===== src/rtl/bcd_stopwatch_ctrl_if.sv =====
// Command and readout bundle for the BCD stopwatch controller.
// The command source drives master; the controller is slave.
interface bcd_stopwatch_ctrl_if #(
    parameter int DIGITS = 4
);
    logic                  start;
    logic                  stop;
    logic                  clear;
    logic                  lap;
    logic [4*DIGITS-1:0]   count;
    logic [4*DIGITS-1:0]   disp;
    logic                  running;
    logic                  overflow;
    logic [1:0]            state;

    modport master (
        output start, stop, clear, lap,
        input  count, disp, running, overflow, state
    );

    modport slave (
        input  start, stop, clear, lap,
        output count, disp, running, overflow, state
    );
endinterface


===== src/rtl/bcd_stopwatch_ctrl.sv =====
// Run/pause/lap sequencer for a cascaded BCD counter chain, with a prescaler,
// a freezable display copy and a sticky wrap flag.
//
//   state | meaning
//   IDLE  | zeroed, not counting
//   RUN   | counting, display follows live count
//   PAUSE | counting held, prescaler phase held
//   LAP   | counting, display frozen at lap value
module bcd_stopwatch_ctrl #(
    parameter int DIGITS   = 4,
    parameter int PRESCALE = 4
) (
    input  logic                 CLK,
    input  logic                 reset,
    bcd_stopwatch_ctrl_if.slave  bus
);
    localparam int PW = (PRESCALE > 1) ? $clog2(PRESCALE) : 1;
    localparam logic [PW-1:0] PRE_TC_LOAD = PW'(PRESCALE - 1);

    typedef enum logic [1:0] {
        IDLE  = 2'b00,
        RUN   = 2'b01,
        PAUSE = 2'b10,
        LAP   = 2'b11
    } state_t;

    state_t                state_r, state_nxt;
    logic [4*DIGITS-1:0]   count_r, count_inc, lap_r;
    logic [PW-1:0]         pre_r;
    logic                  overflow_r;
    logic                  active, step, wrap, carry;
    logic                  load_pre, cap_lap;

    // Prescaler counts down; reaching zero is the terminal count that steps.
    assign active = (state_r == RUN) || (state_r == LAP);
    assign step   = active && (pre_r == '0);

    always_comb begin
        count_inc = count_r;
        carry     = 1'b1;
        for (int i = 0; i < DIGITS; i++) begin
            if (carry) begin
                count_inc[4*i +: 4] = (count_r[4*i +: 4] == 4'd9) ? 4'd0
                                                                 : count_r[4*i +: 4] + 4'd1;
            end
            carry = carry && (count_r[4*i +: 4] == 4'd9);
        end
        wrap = carry;
    end

    // Strict priority: only the highest asserted command is considered, even
    // when the current state ignores it.
    always_comb begin
        state_nxt = state_r;
        load_pre  = 1'b0;
        cap_lap   = 1'b0;
        if (!bus.clear) begin
            case (state_r)
                IDLE: begin
                    if (!bus.stop && bus.start) begin
                        state_nxt = RUN;
                        load_pre  = 1'b1;
                    end
                end
                RUN: begin
                    if (bus.stop) begin
                        state_nxt = PAUSE;
                    end else if (!bus.start && bus.lap) begin
                        state_nxt = LAP;
                        cap_lap   = 1'b1;
                    end
                end
                PAUSE: begin
                    if (!bus.stop && bus.start) begin
                        state_nxt = RUN;
                    end
                end
                LAP: begin
                    if (bus.stop) begin
                        state_nxt = PAUSE;
                    end else if (!bus.start && bus.lap) begin
                        state_nxt = RUN;
                    end
                end
                default: state_nxt = IDLE;
            endcase
        end
    end

    always_ff @(posedge CLK) begin
        if (reset || bus.clear) begin
            state_r    <= IDLE;
            count_r    <= '0;
            lap_r      <= '0;
            pre_r      <= PRE_TC_LOAD;
            overflow_r <= 1'b0;
        end else begin
            state_r <= state_nxt;
            if (load_pre) begin
                pre_r <= PRE_TC_LOAD;
            end else if (active) begin
                pre_r <= (pre_r == '0) ? PRE_TC_LOAD : pre_r - 1'b1;
            end
            if (step) begin
                count_r <= count_inc;
                if (wrap) begin
                    overflow_r <= 1'b1;
                end
            end
            if (cap_lap) begin
                lap_r <= step ? count_inc : count_r;
            end
        end
    end

    assign bus.count    = count_r;
    assign bus.disp     = (state_r == LAP) ? lap_r : count_r;
    assign bus.running  = active;
    assign bus.overflow = overflow_r;
    assign bus.state    = state_r;
endmodule

===== src/flat_wrapper.sv =====
// flat-port wrapper written by rule: the top's interface ports become plain ports
module bcd_stopwatch_ctrl_flat 
#(
    parameter int DIGITS   = 4,
    parameter int PRESCALE = 4
)
  (CLK, reset, bus_start, bus_stop, bus_clear, bus_lap, bus_count, bus_disp, bus_running, bus_overflow, bus_state);
  bcd_stopwatch_ctrl_if #(.DIGITS(DIGITS)) bus_i ();
  input  logic CLK;
  input  logic reset;
  input wire logic [$bits(bus_i.start)-1:0] bus_start;
  input wire logic [$bits(bus_i.stop)-1:0] bus_stop;
  input wire logic [$bits(bus_i.clear)-1:0] bus_clear;
  input wire logic [$bits(bus_i.lap)-1:0] bus_lap;
  output wire logic [$bits(bus_i.count)-1:0] bus_count;
  output wire logic [$bits(bus_i.disp)-1:0] bus_disp;
  output wire logic [$bits(bus_i.running)-1:0] bus_running;
  output wire logic [$bits(bus_i.overflow)-1:0] bus_overflow;
  output wire logic [$bits(bus_i.state)-1:0] bus_state;
  assign bus_i.start = bus_start;
  assign bus_i.stop = bus_stop;
  assign bus_i.clear = bus_clear;
  assign bus_i.lap = bus_lap;
  assign bus_count = bus_i.count;
  assign bus_disp = bus_i.disp;
  assign bus_running = bus_i.running;
  assign bus_overflow = bus_i.overflow;
  assign bus_state = bus_i.state;
  bcd_stopwatch_ctrl #(.DIGITS(DIGITS), .PRESCALE(PRESCALE)) u_core (.CLK(CLK), .reset(reset), .bus(bus_i));
endmodule

===== config.mk =====
export PLATFORM = sky130hd
export DESIGN_NAME = bcd_stopwatch_ctrl_flat
export DESIGN_NICKNAME = d
export VERILOG_FILES = /design/src/rtl/bcd_stopwatch_ctrl_if.sv /design/src/rtl/bcd_stopwatch_ctrl.sv /design/src/flat_wrapper.sv
export SDC_FILE = /design/constraint.sdc
export NUM_CORES = 1
export LEC_CHECK = 0
export BUFFER_PORTS_ARGS = -buffer_cell sky130_fd_sc_hd__buf_2
export CAP_MARGIN = 5
export CORE_MARGIN = 1
export CORE_UTILIZATION = 32
export DETAILED_ROUTE_END_ITERATION = 10
export PLACE_DENSITY = 0.63
export SLEW_MARGIN = 20
export SYNTH_ARGS = -nofsm -noshare
export SYNTH_HDL_FRONTEND = slang
export SYNTH_SLANG_ARGS = --single-unit

===== constraint.sdc =====
create_clock -name CLK -period 1.8 [get_ports CLK]
set_input_delay 0.27 -clock CLK [delete_from_list [all_inputs] [get_ports CLK]]
set_output_delay 0.27 -clock CLK [all_outputs]
set_load 0.01 [all_outputs]

**Word level (Yosys, flattened, before mapping)**

Index checks and enable logic that the tools add are counted.

- Logic and storage cells: 60
- Output and inout port bits: 36
- Input port bits: 6
- Bits in registers: 37

- Bitwise operators: 1
- Add/subtract/negate cells: 5
- Muxes and demuxes: 23
- Eq/ne operators: 10
- Reductions and logical operators: 16

Operator list:

| kind | number |
|---|---|
| $mux W16 | 2 |
| $mux W4 | 7 |
| $add A4 B1 Y4 const B | 4 |
| $eq A4 B4 Y1 const B | 4 |
| $mux W2 | 6 |
| $mux W1 | 7 |
| $logic_and A1 B1 Y1 | 6 |
| $ne A3 B3 Y1 const B | 2 |
| $pmux W2 S3 | 1 |
| $eq A2 B2 Y1 const B | 2 |
| $logic_not A2 Y1 | 2 |
| $reduce_and A4 Y1 | 1 |
| $reduce_or A2 Y1 | 2 |
| $eq A2 B1 Y1 const B | 1 |
| $logic_not A1 Y1 | 2 |
| $logic_or A1 B1 Y1 | 2 |
| $ne A2 B1 Y1 const B | 1 |
| $reduce_and A2 Y1 | 1 |
| $sub A2 B1 Y2 const B | 1 |
| $not A1 Y1 | 1 |

**Depth between registers and ports, before layout**

- Depth after elaboration: 6
- Depth in mapped cells: 7
- Mapped depth without buffers: 7

**Least setup slack after synthesis**

No wires, ideal clock.

- Path kind: reg2out
- From: register u_core.state_r[0], in the netlist u_core.bus.state[0]
- To: output port bus_disp[10]
- Data required time: 1530 ps
- Buffers on the path: 2
- Path slack: 183 ps
- Data arrival time: 1347 ps
- Stages on the path, launching flop included: 5
- Cell sequence: dfxtp_1 -> buf_2 -> nand2_1 -> buf_2 -> mux2_2

- Longest elaborated chain between the ends: 2

Ends and longest elaborated chain:

| element | line | text |
|---|---|---|
| start: declaration | bcd_stopwatch_ctrl.sv:27 | `state_t state_r, state_nxt;` |
| start signal: assignment | bcd_stopwatch_ctrl.sv:98 | `state_r <= state_nxt;` |
| $eq A2 B2 Y1 | bcd_stopwatch_ctrl.sv:117 | `assign bus.disp = (state_r == LAP) ? lap_r : count_r;` |
| $mux W16 | bcd_stopwatch_ctrl.sv:117 |  |
| end: declaration | flat_wrapper.sv:16 | `output wire logic [$bits(bus_i.disp)-1:0] bus_disp;` |

No other way between the ends.

**Final worst setup path**

- From: register u_core.state_r[0], in the netlist u_core.bus.state[0]
- To: output port bus_disp[15]

Same word-level chain as after synthesis.

==> insert_results.sql <==
INSERT INTO impl_metrics (metric_group, metric, value, unit) VALUES
('global_routing', 'grt_remaining_overflow', '0', ''),
('worst_setup_path', 'worst-path-max-fanout', '13', ''),
('detailed_routing', 'drt_drc_violations_left', '0', ''),
('finish', 'final.fill_count', '589', ''),
('clock_tree', 'cts.path.max_buffers', '2', ''),
('floorplanning', 'floorplan_row_count', '27', ''),
('global_routing', 'grt_pass1_vias', '1356', ''),
('run_status', 'result_of_the_run', 'finished, final reports clean', ''),
('timing', 'max_slew.worst_pin.slew', '0.529', 'ns'),
('power', 'largest_voltage_drop_on_the_vdd_net', '0.232', 'mV'),
('hold_path', 'holdCritPathClass', 'input pin to flop', ''),
('place', 'gp_congestion', '0.739', ''),
('hold_path', 'hold_path_depth', '2', ''),
('synthesis', 'postSynthNetCount', '206', ''),
('finish', 'antenna_cells', '0', ''),
('floorplanning', 'die_area', '6070', 'sq um'),
('finish', 'drive_gt1_share', '37.0', '%'),
('detailed_routing', 'drt-vias-per-instance', '4.83', ''),
('synthesis', 'async_flop_share', '0', '%'),
('synthesis', 'yosys.cell_types.count', '41', ''),
('clock_tree', 'cts.clk_slew.worst_paths', '0.06', 'ns'),
('synthesis', 'yosys_register_bits', '37', ''),
('job', 'count_of_max_cap_constraint_violations', '0', ''),
('floorplanning', 'die_y', '77.9', 'um'),
('detailed_routing', 'drtIter0Drc', '29', ''),
('finish', 'layout.cell_area.non_filler', '2240', 'sq um'),
('timing', 'report.final.setup_viol', '0', ''),
('timing', 'timing_max_transition_violations_final', '0', ''),
('clock_tree', 'tritoncts_num_sinks', '37', ''),
('global_routing', 'grt_usage', '13.3', '%'),
('synthesis', 'postSynth.topFlopCell', 'sky130_fd_sc_hd__dfxtp_1', ''),
('power', 'static-leakage-power', '0.974', 'nW'),
('place', 'numPortBuffers', '41', ''),
('finish', 'design.final.nets', '253', ''),
('worst_setup_path', 'reg2reg_setup_slack', '0.16', 'ns'),
('detailed_routing', 'post_drt_wl_per_cell', '11.9', 'um'),
('global_routing', 'antenna_found_initial', '0', ''),
('worst_setup_path', 'start_kind', 'flop', ''),
('timing', 'finalHoldViolations', '0', ''),
('global_routing', 'grt_pass1_wl', '6350', 'um'),
('floorplanning', 'die_w', '77.9', 'um'),
('synthesis', 'sequential_share_of_the_synthesized_area', '40.2', '%'),
('worst_setup_path', 'reg2reg_depth', '7', ''),
('timing', 'fmaxAchievable', '592', 'MHz'),
('worst_setup_path', 'worst_reg2reg_path_startpoint', 'u_core.pre_r[0]', ''),
('timing', 'period_share', '93.9', '%'),
('synthesis', 'synth-warning-count', '0', ''),
('hold_path', 'worstHoldStart', 'bus_stop', ''),
('worst_setup_path', 'rr_endpoint', 'u_core.lap_r[7]', ''),
('synthesis', 'synth.cell_area', '1840', 'sq um'),
('timing', 'maxSlewHeadroom', '64.7', '%'),
('clock_tree', 'cts_inserted_buffers', '5', ''),
('power', 'power.density_cell_area', '639', 'nW/um^2'),
('hold_path', 'hold_end', 'u_core.bus.state[0]', ''),
('floorplanning', 'boundaryPins', '42', ''),
('worst_setup_path', 'setup.worst_path.class', 'flop to output port', ''),
('worst_setup_path', 'cp.arrival', '1.42', 'ns'),
('synthesis', 'syn_avg_cell_area', '9.26', 'sq um'),
('floorplanning', 'floorplan.initialDensity', '33.3', '%'),
('timing', 'min_period', '1.69', 'ns'),
('place', 'place_hpwl', '2670', 'um'),
('detailed_routing', 'firstDrtPassIters', '4', ''),
('global_routing', 'grt_max_degree', '33', ''),
('detailed_routing', 'drt.antenna.violating_nets', '0', ''),
('synthesis', 'synth-edff-count', '0', ''),
('synthesis', 'postSynthCellCount', '199', ''),
('detailed_routing', 'vias', '1536', ''),
('place', 'dpl-instance-area', '2140', 'sq um'),
('timing', 'finClkSkew', '0.00335', 'ns'),
('clock_tree', 'clock-root-buffer', 'sky130_fd_sc_hd__clkbuf_8', ''),
('worst_setup_path', 'critPathRequiredTime', '1.53', 'ns'),
('detailed_routing', 'finalWirelength', '3770', 'um'),
('clock_tree', 'tritoncts', 'yes', ''),
('finish', 'area_delta_synth_final', '21.6', '%'),
('clock_tree', 'cts-htree-levels', '2', ''),
('timing', 'holdWs', '0.232', 'ns'),
('worst_setup_path', 'endpoint_kind', 'output port', ''),
('clock_tree', 'worst_skew_pair_latency', '0.28', 'ns'),
('clock_tree', 'cts.hold.buffers_added', '0', ''),
('floorplanning', 'fp.coreArea', '5540', 'sq um');
repair_timing:
item                       CTS  global route
pin swaps                    0             1
resized for setup            2             0
setup endpoints to repair   13             1
hold endpoints to repair     0             0
buffers inserted             0             2
synthesized netlist by cell type, types with 3 or more instances:
| cell type | number | share of area [%] |
|---|---|---|
| sky130_fd_sc_hd__nand2_1 | 12 | 2.4 |
| sky130_fd_sc_hd__nor2b_1 | 3 | 1.0 |
| sky130_fd_sc_hd__a21oi_1 | 14 | 3.8 |
| sky130_fd_sc_hd__nor3_1 | 4 | 1.1 |
| sky130_fd_sc_hd__nand2b_1 | 7 | 2.4 |
| sky130_fd_sc_hd__dfxtp_1 | 37 | 40 |
| sky130_fd_sc_hd__mux2_2 | 16 | 9.8 |
| sky130_fd_sc_hd__nand3_1 | 3 | 0.81 |
| sky130_fd_sc_hd__nor2_1 | 31 | 6.3 |
| sky130_fd_sc_hd__a211oi_1 | 7 | 2.9 |
| sky130_fd_sc_hd__buf_2 | 3 | 0.81 |
| sky130_fd_sc_hd__xor2_1 | 3 | 1.4 |
| sky130_fd_sc_hd__xnor2_1 | 5 | 2.4 |
| sky130_fd_sc_hd__inv_1 | 5 | 1.0 |
| sky130_fd_sc_hd__a22oi_1 | 3 | 1.2 |
| sky130_fd_sc_hd__o21ai_0 | 14 | 3.8 |
critical path: stages, from the launching register on:
cell                      delay, ns
sky130_fd_sc_hd__dfxtp_2       0.36
sky130_fd_sc_hd__nand2_2       0.14
sky130_fd_sc_hd__buf_12        0.16
sky130_fd_sc_hd__mux2_2        0.34
sky130_fd_sc_hd__buf_2         0.14
where the power goes:
part | internal (mW) | switching, mW
clock | 0.303 | 0.265
combinational | 0.0150 | 0.0260
sequential | 0.820 | 0.00200
total | 1.14 | 0.293
metrics by stage:
step | power, mW | TNS, ns | std cells | setup WS [ns] | utilization, %
2_1_floorplan | 0.869 | 0 | 199 | 0.183 | -
3_3_place_gp | 0.882 | 0 | 309 | 0.191 | 38.6
3_5_place_dp | 0.882 | 0 | 309 | 0.171 | 38.6
4_1_cts | 1.45 | 0 | 316 | 0.0793 | 40.2
5_1_grt | 1.49 | -0.00334 | 318 | -0.00334 | 40.4
6_report | 1.43 | 0 | 318 | 0.111 | 40.4
how the worst max path moves through the flow:
stage | slack [ns] | start | endpoint
after floorplan | 0.18 | u_core.bus.state[0] | bus_disp[10]
after global placement | 0.19 | u_core.pre_r[0] | u_core.lap_r[11]
after detailed placement | 0.17 | u_core.pre_r[0] | u_core.lap_r[6]
after CTS | 0.08 | u_core.bus.state[0] | bus_disp[15]
after global routing | -0.003 | u_core.pre_r[0] | u_core.lap_r[6]
final | 0.11 | u_core.bus.state[0] | bus_disp[15]
cell type report:
| type | instances | area [sq um] | share of cell area (%) |
|---|---|---|---|
| Sequential cell | 37 | 742 | 33.1 |
| Clock buffer | 7 | 86.3 | 3.85 |
| Tap cell | 72 | 90.1 | 4.02 |
| Multi-Input combinational cell | 147 | 1010 | 44.9 |
| Timing Repair Buffer | 50 | 298 | 13.3 |
| Inverter | 5 | 18.8 | 0.838 |
layer usage:
| layer | routed length [um] | up-vias | global-route usage [%] |
|---|---|---|---|
| met5 | 0 | - | 0 |
| met4 | 57 | 0 | 5.00 |
| met3 | 190 | 8 | 3.29 |
| met2 | 1660 | 40 | 21.2 |
| met1 | 1860 | 702 | 17.4 |
| li1 | - | 786 | - |
placed cells by master, fill, tap and decap left out, drive strengths merged, types with 6 or more instances in the layout:
cell type  synthesis  routed
nor2              32      32
nor3               6       6
a211oi             8       8
a21oi             16      16
dfxtp             37      37
mux2              16      16
nand2b             7       7
buf                6      50
o21ai             15      15
clkbuf             4       7
nand2             12      12
state kept, by name, summed over array words and instances (netlist names):
register	flops
u_core.bus.count	16
u_core.lap_r	16
u_core.bus.overflow	1
u_core.pre_r	2
u_core.bus.state	2
kinds of logic after synthesis:
logic type                 synth area share [%]
AOI/OAI and AO/OA                          14.5
DFF                                        40.2
buffers and inverters                      5.36
and+or+nand+nor                            25.2
xor gates and xnor gates                   3.80
adders and majority gates                 0.679
muxes                                      10.3
(Power assumes the default switching activity.)
